[src/rtl/booth_pkg.sv]
// Shared constants for the time-shared radix-2 Booth multiplier scheduler.
package booth_pkg;

    localparam int W_DEFAULT = 5;

    localparam logic [1:0] ST_IDLE = 2'd0;
    localparam logic [1:0] ST_CALC = 2'd1;
    localparam logic [1:0] ST_RESP = 2'd2;

    typedef enum logic [1:0] {
        IDLE = ST_IDLE,
        CALC = ST_CALC,
        RESP = ST_RESP
    } state_t;

    // Booth recode of {Q[0], q-1}; the other two codes leave A unchanged.
    localparam logic [1:0] RC_ADD = 2'b01;
    localparam logic [1:0] RC_SUB = 2'b10;

endpackage

[src/rtl/booth_step_dp.sv]
// One radix-2 Booth step: recode {Q[0], q-1}, add/subtract M into A, then
// arithmetic-shift {A, Q, q-1} right by one.
module booth_step_dp
    import booth_pkg::*;
#(
    parameter int W = W_DEFAULT
) (
    input  logic [W:0]   i_a,
    input  logic [W-1:0] i_q,
    input  logic         i_qm1,
    input  logic [W:0]   i_m,
    output logic [W:0]   o_a,
    output logic [W-1:0] o_q,
    output logic         o_qm1
);

    logic [W:0] w_sum;

    always_comb begin
        case ({i_q[0], i_qm1})
            RC_ADD:  w_sum = i_a + i_m;
            RC_SUB:  w_sum = i_a - i_m;
            default: w_sum = i_a;
        endcase
        o_a   = {w_sum[W], w_sum[W:1]};
        o_q   = {w_sum[0], i_q[W-1:1]};
        o_qm1 = i_q[0];
    end

endmodule

[src/rtl/booth_mul_sched.sv]
// Round-robin scheduler in front of one iterative Booth multiplier shared by
// two requesters; returns a 2W-bit signed product tagged with the owner ID.
module booth_mul_sched
    import booth_pkg::*;
#(
    parameter int W = W_DEFAULT
) (
    input  logic           clk,
    input  logic           rst,
    input  logic           req0_valid,
    input  logic [W-1:0]   req0_a,
    input  logic [W-1:0]   req0_b,
    output logic           req0_ready,
    input  logic           req1_valid,
    input  logic [W-1:0]   req1_a,
    input  logic [W-1:0]   req1_b,
    output logic           req1_ready,
    output logic           rsp_valid,
    output logic           rsp_id,
    output logic [2*W-1:0] rsp_ans,
    input  logic           rsp_ready,
    output logic           busy,
    output state_t         dbg_state
);

    // Handshake: a transfer happens on any rising edge where valid and ready
    // are both high; requesters hold operands until ready, consumer likewise.
    localparam int CW = $clog2(W + 1);

    state_t         r_state;
    state_t         w_next;
    logic           r_last;
    logic           r_id;
    logic [W:0]     r_m;
    logic [W:0]     r_a;
    logic [W-1:0]   r_q;
    logic           r_qm1;
    logic [CW-1:0]  r_cnt;

    logic           w_g0;
    logic           w_g1;
    logic           w_accept;
    logic           w_last_step;
    logic [W-1:0]   w_op_a;
    logic [W-1:0]   w_op_b;
    logic [W:0]     w_a_nxt;
    logic [W-1:0]   w_q_nxt;
    logic           w_qm1_nxt;

    // On a tie the requester that did not win last time is granted.
    assign w_g0 = req0_valid & (~req1_valid | r_last);
    assign w_g1 = req1_valid & (~req0_valid | ~r_last);

    assign req0_ready  = (r_state == IDLE) & w_g0 & ~rst;
    assign req1_ready  = (r_state == IDLE) & w_g1 & ~rst;
    assign w_accept    = (r_state == IDLE) & (w_g0 | w_g1);
    assign w_op_a      = w_g1 ? req1_a : req0_a;
    assign w_op_b      = w_g1 ? req1_b : req0_b;
    assign w_last_step = (r_cnt == CW'(W - 1));

    assign rsp_valid = (r_state == RESP);
    assign rsp_id    = r_id;
    assign rsp_ans   = {r_a[W-1:0], r_q};
    assign busy      = (r_state != IDLE);
    assign dbg_state = r_state;

    booth_step_dp #(.W(W)) u_step (
        .i_a   (r_a),
        .i_q   (r_q),
        .i_qm1 (r_qm1),
        .i_m   (r_m),
        .o_a   (w_a_nxt),
        .o_q   (w_q_nxt),
        .o_qm1 (w_qm1_nxt)
    );

    always_comb begin
        w_next = r_state;
        case (r_state)
            IDLE:    if (w_accept) w_next = CALC;
            CALC:    if (w_last_step) w_next = RESP;
            RESP:    if (rsp_ready) w_next = IDLE;
            default: w_next = IDLE;
        endcase
    end

    always_ff @(posedge clk) begin
        if (rst) begin
            r_state <= IDLE;
            r_last  <= 1'b1;
            r_id    <= 1'b0;
            r_m     <= '0;
            r_a     <= '0;
            r_q     <= '0;
            r_qm1   <= 1'b0;
            r_cnt   <= '0;
        end else begin
            r_state <= w_next;
            if (w_accept) begin
                // Sign-extending M by one bit keeps -2^(W-1) representable when negated.
                r_m    <= {w_op_a[W-1], w_op_a};
                r_a    <= '0;
                r_q    <= w_op_b;
                r_qm1  <= 1'b0;
                r_cnt  <= '0;
                r_id   <= w_g1;
                r_last <= w_g1;
            end else if (r_state == CALC) begin
                r_a   <= w_a_nxt;
                r_q   <= w_q_nxt;
                r_qm1 <= w_qm1_nxt;
                r_cnt <= r_cnt + CW'(1);
            end
        end
    end

endmodule

[config.mk]
export PLATFORM = sky130hd
export DESIGN_NAME = booth_mul_sched
export DESIGN_NICKNAME = d
export VERILOG_FILES = /design/src/rtl/booth_pkg.sv /design/src/rtl/booth_step_dp.sv /design/src/rtl/booth_mul_sched.sv
export SDC_FILE = /design/constraint.sdc
export NUM_CORES = 1
export LEC_CHECK = 0
export ABC_AREA = 1
export CORE_MARGIN = 1.5
export CORE_UTILIZATION = 47
export CTS_BUF_LIST = sky130_fd_sc_hd__clkbuf_16
export CTS_CLUSTER_SIZE = 8
export DETAILED_ROUTE_END_ITERATION = 10
export PLACE_DENSITY_LB_ADDON = 0.05
export SLEW_MARGIN = 15
export SYNTH_ARGS = -nofsm -noshare
export SYNTH_HDL_FRONTEND = slang
export SYNTH_SLANG_ARGS = --single-unit
[constraint.sdc]
create_clock -name clk -period 2.3 [get_ports clk]
set_input_delay 0.46 -clock clk [delete_from_list [all_inputs] [get_ports clk]]
set_output_delay 0.46 -clock clk [all_outputs]
set_load 0.005 [all_outputs]
==> impl_metrics.py <==
metrics = {
    "yosys": {
        "syn_area_per_cell_sq_um": 6.52,
        "synth.area.top_cells": "dfxtp_1, nand2_1, ha_1",
        "seq_area_frac_synth": 0.310,
        "ys_ff_latch": 23,
        "netlist_area_sq_um": 1490,
        "synth_cells": 228,
        "yosys.area.top_type": "dfxtp_1",
        "async_flop_share": 0,
        "yosysMostFrequentCell": "nand2_1",
        "synth_common_cells": "nand2_1, inv_1, dfxtp_1",
        "synth_top_area_frac": 0.310,
        "syn-num-nets": 263,
        "synth_cell_type_count": 27,
        "ys_warn_count": 0,
        "synthFlopType": "dfxtp_1",
        "synth_edf_count": 0,
    },
    "worst_hold_path": {
        "whs_endpoint": "r_qm1",
        "min_path_cells": 2,
        "holdCritPathClass": "flop to flop",
        "hold_start": "r_qm1",
    },
    "critical_path": {
        "worstPathArrival_ps": 1690,
        "reg2reg_from": "r_m[0]",
        "required_ps": 1840,
        "rrSetupSlack_ps": 210,
        "startpoint_type": "input pin",
        "crit_type": "input pin to primary output",
        "crit_path_frequent_cell": "clkdlybuf4s50_1",
        "max_stage_delay_ps": 530,
        "path_buf_inv": 3,
        "end_kind": "primary output",
        "r2r_cells": 17,
        "r2r_end": "r_a[4]",
        "crit_family": "buffers and inverters",
        "crit_fanout": 3,
        "cp_slowest_cell": "clkdlybuf4s50_1",
        "path_cells": "clkdlybuf4s50_1 -> inv_1 -> o21ai_2 -> nor3_1 -> clkdlybuf4s50_1",
    },
    "detailed_routing": {
        "via_per_inst": 4.84,
        "drt-wirelength-per-cell_um": 11.0,
        "drt_iter0_drc": 71,
        "firstDrtPassIters": 4,
        "remaining_drc_errors": 0,
        "vias": 1535,
        "routed_wirelength_mm": 3.48,
        "antenna_left": 0,
    },
    "power": {
        "pwr-share-clk": 0.243,
        "power_frac_seq": 0.317,
        "p_int_w": 0.000993,
        "ir_drop_mv": 0.657,
        "combPwrFrac": 0.440,
        "total_power_w": 0.00153,
        "swShare": 0.351,
        "leakage_nw": 0.939,
        "power_density_nw_per_um2": 739,
        "power_switching_w": 0.000536,
    },
    "die": {
        "die_x_um": 59.3,
        "ios": 42,
        "die-height_um": 59.3,
        "coreArea_sq_um": 3030,
        "initial_core_util": 0.491,
        "num_rows": 20,
        "dieArea_sq_um": 3510,
    },
    "clock_tree": {
        "cts-root-buf": "clkbuf_16",
        "clock_sinks": 23,
        "clkTransAtPathRegs_ps": 60,
        "clock_tree.buffer_depth": 2,
        "numCtsBuffers": 3,
        "cts_tree": "yes",
        "cts_hold_buffers": 0,
        "h-tree-depth": 1,
        "clk_latency_ps": 250,
    },
    "sta": {
        "tns_ps": 0,
        "worst_slew_pin_slew_ps": 435,
        "hold_viol": 0,
        "slew_violations": 0,
        "fmax_mhz": 465,
        "holdWs_ps": 463,
        "final.period_utilization": 0.936,
        "max_slew_margin": 0.710,
        "clock_skew_ps": 1.78,
        "finalWorstSetupSlack_ps": 147,
        "timing.final.crit_period_ps": 2150,
        "finalSetupViolations": 0,
    },
    "placed_design": {
        "portBuffers": 41,
        "routabilityCongestion": 0.854,
        "dp_hpwl_mm": 2.75,
        "place_ws_ps": 41.8,
    },
    "global_routing": {
        "grt_pass1_vias": 1398,
        "grt_util_all_layers": 0.218,
        "grt.overflow.total": 0,
        "grt_pass1_wl_mm": 5.91,
        "grt_antenna_before_repair": 0,
        "grt_max_degree": 16,
    },
    "status": {
        "run_status": "complete, no violations",
    },
    "layout": {
        "syn2layout_area_growth_pct": 39.1,
        "drive_gt1_frac": 0.0952,
        "fill_cells": 285,
        "utilization": 0.683,
        "antenna_cells": 0,
        "layout.nets": 309,
    },
    "flow_run": {
        "maxCapViolCount": 0,
    },
}
[worst min-delay path, stage by stage, from the launching register on]
cell,delay (ps)
dfxtp_1,310
nand2_1,60
a21oi_1,50
[placed cells by master (no fill, tap or decap)]
cell type / synthesis / layout
inv_1: 27 / 27
nor2_1: 18 / 18
nand4_1: 2 / 2
nor2_4: 1 / 1
fa_1: 1 / 1
o21ai_1: 7 / 7
dlymetal6s2s_1: 0 / 2
buf_4: 1 / 8
nor3b_1: 1 / 1
inv_4: 1 / 1
o21ai_0: 4 / 4
dfxtp_1: 23 / 23
clkinv_1: 1 / 1
nand3_1: 20 / 20
a31oi_1: 7 / 7
a21oi_1: 18 / 16
ha_1: 9 / 7
a21oi_2: 0 / 2
xnor2_1: 3 / 3
nand2_2: 3 / 5
nor3_1: 3 / 3
nand2_1: 64 / 62
clkinv_2: 0 / 1
o211ai_1: 2 / 2
clkdlybuf4s50_1: 0 / 39
inv_2: 2 / 2
ha_2: 0 / 2
xor2_1: 2 / 2
clkbuf_16: 0 / 3
o21ai_2: 1 / 1
[metal layers]
layer,global-route usage,vias to the layer above,wire (um)
met5,0,-,0
li1,-,825,-
met4,0.0390,0,8
met2,0.394,23,1810
met3,0.0328,2,106
met1,0.274,685,1560
[cell type report]
type	count	area (sq um)	area share
clock buffers	3	75.1	0.0363
clock inverters	1	5.00	0.00242
inverters	31	119	0.0574
multi-input cells	166	880	0.425
flip-flops and latches	23	460	0.222
well taps	44	55.1	0.0266
repair buffers	49	475	0.230
[cells by family (layout without fill, tap and decap cells)]
logic type | Yosys count | count (layout) | synth area share
and+or+nand+nor | 112 | 112 | 0.318
xor gates and xnor gates | 5 | 5 | 0.0294
adders and majority gates | 10 | 10 | 0.0892
buffers and inverters | 39 | 84 | 0.111
AOI/OAI and AO/OA | 39 | 39 | 0.143
DFF | 23 | 23 | 0.310
[stage by stage]
step,cells,instance area [sq um]
after floorplan,228,1490
after global placement,311,1950
after detailed placement,311,1950
after CTS,315,2030
after global routing,317,2070
final,317,2070
[registers in the layout (all words and copies together), names as in the netlist]
signal     count
r_cnt          3
rsp_id         1
r_last         1
r_a            5
r_qm1          1
r_m            5
dbg_state      2
r_q            5
[power by group through the flow]
| stage | registers (W) | logic (W) | clock network, W |
|---|---|---|---|
| 6_report | 0.000484 | 0.000673 | 0.000372 |
| 3_3_place_gp | 0.000492 | 0.000621 | 0 |
| 2_1_floorplan | 0.000485 | 0.000435 | 0 |
| 3_5_place_dp | 0.000492 | 0.000628 | 0 |
| 4_1_cts | 0.000484 | 0.000632 | 0.000383 |
| 5_1_grt | 0.000490 | 0.000760 | 0.000399 |
[worst max-delay path by stage]
| stage | start | end | slack [ps] | cells past startpoint |
|---|---|---|---|---|
| 2_1_floorplan | r_qm1 | r_a[4] | 290 | 17 |
| 3_3_place_gp | req0_valid | req1_ready | 60 | 7 |
| 3_5_place_dp | req0_valid | req1_ready | 40 | 7 |
| 4_1_cts | req0_valid | req1_ready | 30 | 7 |
| 5_1_grt | r_m[0] | r_a[4] | -40 | 17 |
| 6_report | req1_valid | req0_ready | 150 | 5 |
[repair_timing]
item                                    CTS  global route
setup buffers                             0             2
gates resized for setup                   0             8
endpoints found under the setup margin    0             2
No activity file was read; power rests on OpenSTA's default activity.
==> edit, RTL diff (same settings) <==
Change the package constant `W_DEFAULT` from 5 to 10.
--- a/src/rtl/booth_pkg.sv
+++ b/src/rtl/booth_pkg.sv
@@ -2,5 +2,5 @@
 package booth_pkg;
 
-    localparam int W_DEFAULT = 5;
+    localparam int W_DEFAULT = 10;
 
     localparam logic [1:0] ST_IDLE = 2'd0;
Ports: changed (5 resized); port bits go from 42 to 72. No check against the original RTL was run, so the function may have changed too.
==> edit against the unedited design <==
  * Clock power is 85% higher
  * Total power is 110% higher
  * Sequential cell count is 16 higher
  * Area after synthesis is 81% higher
  * Final area is 94% higher
  * Routed wire length is 110% higher
  * Die area is 76% higher
  * Worst setup slack worse by 0.14 ns
  * Maximum frequency is 6.0% lower
  * Largest cell class unchanged
  * Largest power group unchanged
  * Highest routed layer unchanged
==> edit: results (changes against the unedited design) <==
Outcome
  – Status: finished, final reports clean (unchanged)

STA
  – Clock tree skew after final layout: 0.00489 ns (was 0.00178 ns)
  – Part of the cycle the worst path needs: 99.6% (was 93.6%)
  – Worst max-slew margin expressed relative to the limit: 70.5% (was 71.0%)

Critical path
  – Largest incremental delay on the critical path: 0.38 ns (was 0.53 ns)
  – Capturing element of the worst setup path: r_a[3] (was req0_ready)
  – Worst r2r path cells: 14 (was 17)
  – Top Family by Delay on Critical Path: adder cells (was buffers and inverters)
  – Worst setup path startpoint: r_qm1 (was req1_valid)
  – CP Max Fanout: 4 (was 3)
  – WP data arrival: 2.51 ns (was 1.69 ns)

Placed design
  – Detailed placement HPWL: 5030 microns (was 2750 microns)
  – Routability congestion estimate: 0.918 (was 0.854)
  – Cell Area, Placed: 3570 sq um (was 1950 sq um)

Yosys
  – Number of distinct standard cells referenced by the synthesized netlist: 32 (was 27)
  – Top cells by area in the synthesized netlist: sky130_fd_sc_hd__dfxtp_1 29%, sky130_fd_sc_hd__nand2_1 17%, sky130_fd_sc_hd__a21oi_1 7.3% (was sky130_fd_sc_hd__dfxtp_1 31%, sky130_fd_sc_hd__nand2_1 16%, sky130_fd_sc_hd__ha_1 7.6%)
  – Proportion of synthesized chip area in sequential cells: 29.0% (was 31.0%)
  – Syn nets: 486 (was 263)

Clocking
  – Clock network latency to the later pin of the worst-skew pair: 0.29 ns (was 0.25 ns)
  – H-tree Lvls: 2 (was 1)

Final layout
  – Fraction of layout cells with a size suffix above 1: 21.1% (was 9.52%)

Route
  – Detailed-route wire length: 7370 microns (was 3480 microns)
  – Post-DR wirelength/cell: 12.6 microns (was 11.0 microns)

Power and ir drop
  – Worst VDD drop: 0.000419 V (was 0.000657 V)
  – Leakage component of the power: 1.74 nW (was 0.939 nW)

Global routing
  – Global-route wire length before repair: 11300 microns (was 5910 microns)
  – Via count of the first global-routing pass: 2573 (was 1398)
==> edit: cell types whose count changed after synthesis, moves of 2 or more <==
cell | unedited run | this run
sky130_fd_sc_hd__nand2_1 | 64 | 125
sky130_fd_sc_hd__nor2_1 | 18 | 43
sky130_fd_sc_hd__inv_1 | 27 | 51
sky130_fd_sc_hd__a21oi_1 | 18 | 39
sky130_fd_sc_hd__o21ai_0 | 4 | 22
sky130_fd_sc_hd__dfxtp_1 | 23 | 39
sky130_fd_sc_hd__xor2_1 | 2 | 10
sky130_fd_sc_hd__a31oi_1 | 7 | 14
sky130_fd_sc_hd__ha_1 | 9 | 14
sky130_fd_sc_hd__buf_2 | 4 | 8
sky130_fd_sc_hd__nand3_1 | 20 | 17
sky130_fd_sc_hd__clkbuf_1 | 2 | 4
sky130_fd_sc_hd__o21ai_2 | 1 | 3
==> edit: what timing repair did <==
item,CTS,global route
gates cloned,0,0
resized for setup,9,69
pin swaps,0,30
endpoints found under the hold margin,0,0
setup buffers,0,3
setup endpoints to repair,6,8
==> edit: power groups by stage <==
stage	Sequential [mW]	Clock, mW	Combinational, mW
after floorplan	0.823	0	0.852
after global placement	0.830	0	1.29
after detailed placement	0.831	0	1.30
after CTS	0.818	0.690	1.36
after global routing	0.840	0.722	1.85
final	0.829	0.687	1.69
==> edit: kinds of logic (layout without fill, tap and decap cells) <==
kind of cell	Yosys count	after routing	share of synthesized area (%)
AOI/OAI and AO/OA	89	89	17.9
xor gates and xnor gates	13	13	4.23
adders and majority gates	15	15	7.25
buffers and inverters	71	158	11.5
DFF	39	39	29.0
and+or+nand+nor	199	199	30.1
==> edit: area by class of cell <==
type | instances | area (sq um)
multi-input combinational | 316 | 1880
fill | 453 | 1490
timing repair buffer | 96 | 917
sequential | 39 | 785
inverter | 54 | 208
clock buffer | 5 | 125
tap | 72 | 90.1
clock inverter | 3 | 16.3
==> edit: worst min path at each step <==
stage          slack [ns]     end  cells past startpoint   start
2_1_floorplan        0.44   r_qm1                      2   r_qm1
3_3_place_gp         0.43  rsp_id                      2  rsp_id
3_5_place_dp         0.44  rsp_id                      2  rsp_id
4_1_cts              0.45  rsp_id                      2  rsp_id
5_1_grt              0.48  rsp_id                      2  rsp_id
6_report             0.45  rsp_id                      2  rsp_id
==> edit: routing by layer <==
layer  part of all wire, %  wire length [microns]  vias to the layer above  track usage [%]
met2                    49                   3610                       79             38.6
met3                   5.2                    386                       14             4.88
met4                   1.5                    114                        0             6.43
met5                     0                      0                        -                0
met1                    44                   3260                     1312             29.2
li1                      -                      -                     1537                -
